[src/rtl/mem_bus_arbiter.sv]
// Round-robin arbiter that lets NCORES cores share one external memory bus.
// One transaction at a time: IDLE -> ALE -> ACCESS (WAIT+1 cycles) -> DONE -> IDLE.
module mem_bus_arbiter #(
    parameter int NCORES = 4,
    parameter int DW     = 64,
    parameter int AW     = 64,
    parameter int WAIT   = 2
) (
    input  logic                 Clock,
    input  logic                 nReset,
    input  logic [NCORES-1:0]    Req,
    input  logic [NCORES-1:0]    RnW_in,
    input  logic [NCORES*AW-1:0] Addr_in,
    input  logic [NCORES*DW-1:0] Wdata_in,
    output logic [NCORES-1:0]    Ack,
    output logic [NCORES-1:0]    Grant,
    output logic [DW-1:0]        Rdata,
    output logic [AW-1:0]        Addr,
    output logic [DW-1:0]        Dout,
    input  logic [DW-1:0]        Din,
    output logic                 nALE,
    output logic                 nME,
    output logic                 nOE,
    output logic                 RnW
);

    localparam int IW = (NCORES > 1) ? $clog2(NCORES) : 1;
    localparam logic [3:0] WAIT_C = 4'(WAIT);
    localparam logic [NCORES-1:0] ONE_C = {{(NCORES-1){1'b0}}, 1'b1};

    typedef enum logic [1:0] {
        S_IDLE   = 2'd0,
        S_ALE    = 2'd1,
        S_ACCESS = 2'd2,
        S_DONE   = 2'd3
    } state_t;

    state_t            state_q, state_d;
    logic [IW-1:0]     ptr_q, ptr_d;
    logic [IW-1:0]     gidx_q, gidx_d;
    logic [AW-1:0]     addr_lat_q, addr_lat_d;
    logic [DW-1:0]     wdata_lat_q, wdata_lat_d;
    logic              rnw_lat_q, rnw_lat_d;
    logic [3:0]        cnt_q, cnt_d;
    logic [DW-1:0]     rdata_q, rdata_d;
    logic [IW-1:0]     pick_s;

    logic              nale_q, nale_d, nme_q, nme_d, noe_q, noe_d, rnw_q, rnw_d;
    logic [NCORES-1:0] grant_q, grant_d, ack_q, ack_d;
    logic [AW-1:0]     addr_q, addr_d;
    logic [DW-1:0]     dout_q, dout_d;

    // Search starts just after the last winner and wraps, so every requester is served within NCORES grants.
    function automatic logic [IW-1:0] rr_pick(input logic [NCORES-1:0] req, input logic [IW-1:0] last);
        logic [IW-1:0] pick;
        logic          hit;
        int            idx;
        pick = last;
        hit  = 1'b0;
        for (int k = 1; k <= NCORES; k++) begin
            idx = (int'(last) + k) % NCORES;
            if (!hit && req[idx]) begin
                pick = IW'(idx);
                hit  = 1'b1;
            end
        end
        return pick;
    endfunction

    assign pick_s = rr_pick(Req, ptr_q);

    // State, transaction latches and output registers.
    always_ff @(posedge Clock or negedge nReset) begin
        if (!nReset) begin
            state_q     <= S_IDLE;
            ptr_q       <= IW'(NCORES - 1);
            gidx_q      <= '0;
            addr_lat_q  <= '0;
            wdata_lat_q <= '0;
            rnw_lat_q   <= 1'b1;
            cnt_q       <= 4'd0;
            rdata_q     <= '0;
            nale_q      <= 1'b1;
            nme_q       <= 1'b1;
            noe_q       <= 1'b1;
            rnw_q       <= 1'b1;
            grant_q     <= '0;
            ack_q       <= '0;
            addr_q      <= '0;
            dout_q      <= '0;
        end else begin
            state_q     <= state_d;
            ptr_q       <= ptr_d;
            gidx_q      <= gidx_d;
            addr_lat_q  <= addr_lat_d;
            wdata_lat_q <= wdata_lat_d;
            rnw_lat_q   <= rnw_lat_d;
            cnt_q       <= cnt_d;
            rdata_q     <= rdata_d;
            nale_q      <= nale_d;
            nme_q       <= nme_d;
            noe_q       <= noe_d;
            rnw_q       <= rnw_d;
            grant_q     <= grant_d;
            ack_q       <= ack_d;
            addr_q      <= addr_d;
            dout_q      <= dout_d;
        end
    end

    // Next state; requests are only looked at in IDLE, so the owner may drop Req mid-transaction.
    always_comb begin
        state_d     = state_q;
        ptr_d       = ptr_q;
        gidx_d      = gidx_q;
        addr_lat_d  = addr_lat_q;
        wdata_lat_d = wdata_lat_q;
        rnw_lat_d   = rnw_lat_q;
        cnt_d       = cnt_q;
        rdata_d     = rdata_q;
        case (state_q)
            S_IDLE: begin
                if (|Req) begin
                    gidx_d      = pick_s;
                    addr_lat_d  = Addr_in[int'(pick_s)*AW +: AW];
                    wdata_lat_d = Wdata_in[int'(pick_s)*DW +: DW];
                    rnw_lat_d   = RnW_in[pick_s];
                    state_d     = S_ALE;
                end else begin
                    state_d     = S_IDLE;
                end
            end
            S_ALE: begin
                cnt_d   = 4'd0;
                state_d = S_ACCESS;
            end
            S_ACCESS: begin
                if (cnt_q == WAIT_C) begin
                    state_d = S_DONE;
                    if (rnw_lat_q) begin
                        rdata_d = Din;
                    end else begin
                        rdata_d = rdata_q;
                    end
                end else begin
                    cnt_d = cnt_q + 4'd1;
                end
            end
            S_DONE: begin
                ptr_d   = gidx_q;
                state_d = S_IDLE;
            end
            default: begin
                state_d = S_IDLE;
            end
        endcase
    end

    // Outputs are decoded from the next state so that they are registered and line up with it.
    always_comb begin
        nale_d  = 1'b1;
        nme_d   = 1'b1;
        noe_d   = 1'b1;
        rnw_d   = 1'b1;
        grant_d = '0;
        ack_d   = '0;
        addr_d  = '0;
        dout_d  = '0;
        case (state_d)
            S_ALE: begin
                nale_d  = 1'b0;
                addr_d  = addr_lat_d;
                grant_d = ONE_C << gidx_d;
            end
            S_ACCESS: begin
                nme_d   = 1'b0;
                rnw_d   = rnw_lat_d;
                noe_d   = ~rnw_lat_d;
                addr_d  = addr_lat_d;
                grant_d = ONE_C << gidx_d;
                if (rnw_lat_d) begin
                    dout_d = '0;
                end else begin
                    dout_d = wdata_lat_d;
                end
            end
            S_DONE: begin
                addr_d  = addr_lat_d;
                grant_d = ONE_C << gidx_d;
                ack_d   = ONE_C << gidx_d;
            end
            default: begin
                nale_d  = 1'b1;
            end
        endcase
    end

    assign Ack   = ack_q;
    assign Grant = grant_q;
    assign Rdata = rdata_q;
    assign Addr  = addr_q;
    assign Dout  = dout_q;
    assign nALE  = nale_q;
    assign nME   = nme_q;
    assign nOE   = noe_q;
    assign RnW   = rnw_q;

endmodule

[config.mk]
export PLATFORM = sky130hd
export DESIGN_NAME = mem_bus_arbiter
export DESIGN_NICKNAME = d
export VERILOG_FILES = /design/src/rtl/mem_bus_arbiter.sv
export SDC_FILE = /design/constraint.sdc
export NUM_CORES = 1
export LEC_CHECK = 0
export ABC_AREA = 0
export CORE_AREA = 2 2 311 313
export DETAILED_ROUTE_END_ITERATION = 8
export DIE_AREA = 0 0 313 315
export PLACE_DENSITY = 0.46
export RECOVER_POWER = 100
export SYNTH_ARGS = -nofsm -noshare
export SYNTH_HDL_FRONTEND = slang
export SYNTH_SLANG_ARGS = --single-unit
[constraint.sdc]
create_clock -name Clock -period 3.6 [get_ports Clock]
set_clock_uncertainty 0.15 [all_clocks]
set_input_delay 0.72 -clock Clock [delete_from_list [all_inputs] [get_ports Clock]]
set_output_delay 0.72 -clock Clock [all_outputs]
set_load 0.05 [all_outputs]
* Word-level counts from Yosys, hierarchy flattened
Cells that the tools add are included.
** Storage, ports and cells
- Register bits after elaboration :: 343
- Bits in latches :: 0
- Memories :: 0
- Word-level logic and storage cells :: 101
- Bits in writable memories :: 0
- Bits in read-only memories :: 0
** Cells by class
- Bitwise gates (word level) :: 5
- Multiply operators :: 0
- Reduce and logical (&&, ||, !) cells :: 16
- Equality and inequality tests :: 8
- $add $sub $neg :: 5
- $lt $le $gt $ge :: 5
- Divide/modulo/power cells :: 0
- Multiplexer cells :: 43
- Shift-type cells :: 3
** Operator list (count)
- $shiftx A256 B9 Y64 :: 2
- $mux W64 :: 7
- $mux W1 :: 19
- $lt A3 B4 Y1 const B :: 4
- $mux W2 :: 7
- $mux W4 :: 3
- $bmux W1 S2 :: 5
- $eq A2 B2 Y1 const B :: 4
- $pmux W2 S4 :: 1
- $pmux W4 S2 :: 1
- $reduce_or A2 Y1 :: 4
- $add A2 B1 Y2 const B :: 2
- $add A2 B2 Y2 const B :: 2
- $add A4 B1 Y4 const B :: 1
- $and A1 B1 Y1 const A :: 4
- $eq A2 B1 Y1 const B :: 2
- $eq A4 B2 Y1 const B :: 1
- $reduce_or A4 Y1 :: 1
- $shl A1 B2 Y4 const A :: 1
- $logic_and A1 B1 Y1 :: 3
- $logic_not A1 Y1 :: 3
- $lt A2 B3 Y1 const B :: 1
- $reduce_and A3 Y1 :: 1
- $reduce_or A3 Y1 :: 1
- other kinds (5) :: 5

* Depth between registers and ports, before layout
- Depth after elaboration :: 22
- Gate-level depth with buffers :: 9
- Mapped depth without buffers :: 7

* Least setup slack after synthesis
No wires, ideal clock.
- Path type :: in2reg
- From :: in Req[0]
- To :: reg addr_q[18] (netlist: Addr[18])
- Required time :: 3314 ps
- Stages :: 8
- Arrival time :: 2198 ps
- Library setup time :: 136 ps
- Setup slack :: 1115 ps
- Path buffers :: 3
- Cells stage by stage :: mux2_1 > o221a_1 > clkbuf_1 > buf_2 > buf_2 > mux2_2 > o22ai_1 > nor3_1
** On the way
- Word-level cells in the longest chain between the ends :: 17
** Ends and longest elaborated chain
- start: declaration :: RTL line 11 : input logic [NCORES-1:0] Req,
- $bmux W1 S2 :: RTL line 62 : if (!hit && req[idx]) begin
- $mux W1 (not written as such) (2 in series) :: RTL line 62
- $mux W1 :: RTL line 62
- $logic_not A1 Y1 :: RTL line 62
- $logic_and A1 B1 Y1 :: RTL line 62
- $mux W1 :: RTL line 62
- $logic_not A1 Y1 :: RTL line 62
- $logic_and A1 B1 Y1 :: RTL line 62
- $mux W1 :: RTL line 62
- $logic_not A1 Y1 :: RTL line 62
- $logic_and A1 B1 Y1 :: RTL line 62
- $mux W2 :: RTL line 62
- $shiftx A256 B9 Y64 :: RTL line 125 : addr_lat_d = Addr_in[int'(pick_s)*AW +: AW];
- $mux W64 :: RTL line 123 : if (|Req) begin
- $mux W64 :: RTL line 121 : case (state_q)
- $mux W64 (*) :: RTL line 169 : case (state_d)
- via addr_d[18] :: RTL line 50 : logic [AW-1:0] addr_q, addr_d;
- end signal: assignment :: RTL line 106 : addr_q <= addr_d;
- end: declaration :: RTL line 50
The timed path passes the listed nets; every way through them passes the cells marked *. The select of a mux whose other input is x is not followed.
A chain may end at the register's enable or synchronous reset.

* Final worst setup path
- From :: in Req[0]
- To :: reg wdata_lat_q[18]
** On the way
- Word-level cells in the longest chain between the ends :: 16
** Ends and longest elaborated chain
- $bmux W1 S2 :: RTL line 62
- $mux W1 (not written as such) (2 in series) :: RTL line 62
- $mux W1 :: RTL line 62
- $logic_not A1 Y1 :: RTL line 62
- $logic_and A1 B1 Y1 :: RTL line 62
- $mux W1 :: RTL line 62
- $logic_not A1 Y1 :: RTL line 62
- $logic_and A1 B1 Y1 :: RTL line 62
- $mux W1 :: RTL line 62
- $logic_not A1 Y1 :: RTL line 62
- $logic_and A1 B1 Y1 :: RTL line 62
- $mux W2 :: RTL line 62
- $shiftx A256 B9 Y64 :: RTL line 126 : wdata_lat_d = Wdata_in[int'(pick_s)*DW +: DW];
- $mux W64 (*) :: RTL line 123
- $mux W64 (*) :: RTL line 121
- via wdata_lat_d[18] :: RTL line 42 : logic [DW-1:0] wdata_lat_q, wdata_lat_d;
- end signal: assignment :: RTL line 96 : wdata_lat_q <= wdata_lat_d;
- end: declaration :: RTL line 42
Marks and branches as above.

==> impl_metrics.ini <==
[clocking]
cts.sinks = 343
clk_pin_slew_worst_paths_ns = 0.06
cts_buffers = 46
clock_latency_ns = 0.58
htreeDepth = 2
clock_path_buffers = 3
cts-resized-gates = 0
cts_root_buf = clkbuf_16
cts_setup_buffers = 0
cts_hold_buf = 0
cts_tree = done

[pwr]
ir_drop_uv = 427
power_density_mw_per_mm2 = 927
power.leakage_nw = 11.4

[logic_synthesis]
ys.flop_type = dfrtp_1
ys_types = 49
yosysSeqAreaShare_pct = 53.2
synthArstFlopShare_pct = 100
syn_nets = 2137
synth_area_per_cell_um2 = 10.5
postSynthCellCount = 1544
syn-cell-area_mm2 = 0.0161
ys.warnings.count = 0
ys_seq_elements = 343
synth-edff-count = 0

[cells_and_area]
fillers = 9991
final_common_cell = clkdlybuf4s50_1
area_delta_synth_final_pct = 70.8
final_cell_mix = clkdlybuf4s50_1 (583), dfrtp_1 (336), dlygate4sd3_1 (205)
multi_input_area_mm2 = 0.00698
layout-drive-gt1-share_pct = 12.8
nNetsFinal = 2900
instances_no_fill = 3625
seqCellArea_mm2 = 0.00859

[sta]
max-slew-margin-rel_pct = -4.17
final-hold-violation-count = 0
fmax_mhz = 314
fin_crit_sh_pct = 88.5
maxSlewViolCount = 63
final.min_clock_period_ns = 3.18
setup_viol = 0
tns_ns = 0
tightest_slew_ns = 1.56
rsz0062_at_grt = no

[outcome]
status = finished, violations left
violations = max-capacitance violations, max-slew violations

[die]
ioPinCount = 790
fp.dieArea_mm2 = 0.0986
core_area_mm2 = 0.0957
initial_utilization_pct = 16.9
placementRows = 114
die_x_um = 313
dieHeight_um = 315

[grt]
gr-total-overflow = 0
grt_pass1_wl_um = 114000
antenna_found_initial = 12
grt_max_degree = 95
track_usage_pct = 15.5
grt_pass1_vias = 17058

[setup_path]
path_max_fanout = 40
slowest_delay_ns = 0.65
critPathBufInv = 3
critPathTopFamily = buffers and inverters
crit_arrival_ns = 3.48
crit_required_ns = 3.89
cp-start-kind = input pin
cp_cell_sequence = dlygate4sd3_1, mux2_1, o221ai_1, buf_12, nand2_2, buf_12, a211oi_1, nor2_1
cpMostUsedCell = buf_12
crit_path_end_kind = flip-flop
criticalPathCategory = input pin to flip-flop
slowest_stage = dlygate4sd3_1

[placed_design]
place_congestion = 0.853
port_buffers = 789
place_inst = 3535
hpwl_um = 60300

[route]
totalWireLength_um = 79500
via_count = 16071
drt_first_iter_violations = 1014
first_pass_iters = 5
detail_route.wl_per_cell_um = 21.9
post-route-drc-count = 0
avgViaCountPerCell = 4.43
ant_nets = 0

[run]
maxCapViolations = 1

[worst_hold_path]
hold_class = input pin to asynchronous set/reset pin
-- cells in the mapped netlist (2+ instances only) --
cell       instances  share of area [%]
a211oi_1          63                2.9
a21oi_1            2              0.062
a31o_2             5               0.27
a31oi_1           59                2.3
a41o_1             5               0.31
a41oi_1           59                3.2
and3_1           128                5.0
buf_1             15               0.35
buf_2             12               0.37
buf_6              5               0.35
clkbuf_1         123                2.9
dfrtp_1          336                 52
dfstp_2            7                1.1
ha_1               7               0.54
inv_1              9               0.21
mux2_1             2               0.14
mux2_2           129                9.0
mux2i_1            3               0.19
nand2_1          137                3.2
nand2b_1           3               0.12
nand3_1            5               0.16
nand4_1            2              0.078
nor2_1           131                3.0
nor2b_1            5               0.19
nor3_1            72                2.2
nor4_1            63                2.4
o211ai_1           2              0.093
o21ai_0            6               0.19
o22ai_1           69                2.7
o2bb2ai_1         59                3.2
o31ai_1            2              0.093
o41ai_1            2               0.11
-- registers in the layout, indices dropped and copies added (netlist names) --
signal	count
wdata_lat_q	64
cnt_q	4
rnw_lat_q	1
Dout	64
gidx_q	2
state_q	2
RnW	1
Grant	4
Addr	64
nOE	1
addr_lat_q	64
Rdata	64
ptr_q	2
Ack	4
nALE	1
nME	1
-- worst register-to-register path, delay by kind of cell (launching register included) --
| kind | cells | cell delay (ns) |
|---|---|---|
| AOI/OAI and AO/OA | 2 | 1.08 |
| DFF | 1 | 0.67 |
| buffers and inverters | 2 | 0.42 |
| muxes | 1 | 0.40 |
| and+or+nand+nor | 2 | 0.23 |
-- worst paths after layout --
| check | slack (ns) | end | startpoint | cells past startpoint |
|---|---|---|---|---|
| worst max register to register | 0.51 | wdata_lat_q[18] | ptr_q[1] | 7 |
| max in group asynchronous | 1.23 | Rdata[0] | nReset | 2 |
| worst min-delay path | 0.004 | Addr[55] | nReset | 1 |
| min in group Clock | 0.35 | Rdata[13] | Rdata[13] | 1 |
| worst min register to register | 0.35 | Rdata[13] | Rdata[13] | 1 |
| worst max-delay path | 0.42 | wdata_lat_q[18] | Req[0] | 8 |
-- power by group --
group	internal (mW)	switching, mW
Sequential	5.68	0.630
Combinational	5.02	9.37
Clock	2.96	1.89
-- routing by layer --
metal / GRT usage, % / share of wire, %
met5: 0 / 0.083
met4: 4.32 / 2.3
met3: 3.26 / 5.7
met2: 27.2 / 51
met1: 19.0 / 41
-- kinds of logic after synthesis --
family | after synthesis | share of synthesized area (%)
xor+xnor | 1 | 0.0543
simple gates | 554 | 16.8
compound gates | 341 | 15.9
buf+inv | 164 | 4.14
mux | 134 | 9.33
flops | 343 | 53.2
fa+ha+maj | 7 | 0.543
-- final cells by class --
class	instances	share of cell area [%]
Antenna cell	5	0.0454
Clock buffer	57	4.62
Clock inverter	28	1.26
Inverter	9	0.123
Multi-Input combinational cell	1037	25.3
Sequential cell	343	31.2
Tap cell	1276	5.79
Timing Repair Buffer	870	31.7
-- per-stage QoR --
| step | power [mW] | utilization, % | instance area (µm²) | hold slack (ns) | setup slack, ns |
|---|---|---|---|---|---|
| 2_1_floorplan | 15.2 | - | 16100 | 0.274 | 1.12 |
| 3_3_place_gp | 21.0 | 27.2 | 26000 | 0.331 | 0.149 |
| 3_5_place_dp | 21.3 | 27.2 | 26000 | 0.345 | 0.0911 |
| 4_1_cts | 26.3 | 28.9 | 27700 | 0.0295 | 0.631 |
| 5_1_grt | 27.0 | 28.8 | 27600 | 0.0261 | 0.303 |
| 6_report | 25.5 | 28.8 | 27600 | 0.00350 | 0.415 |
(Power assumes the default switching activity.)
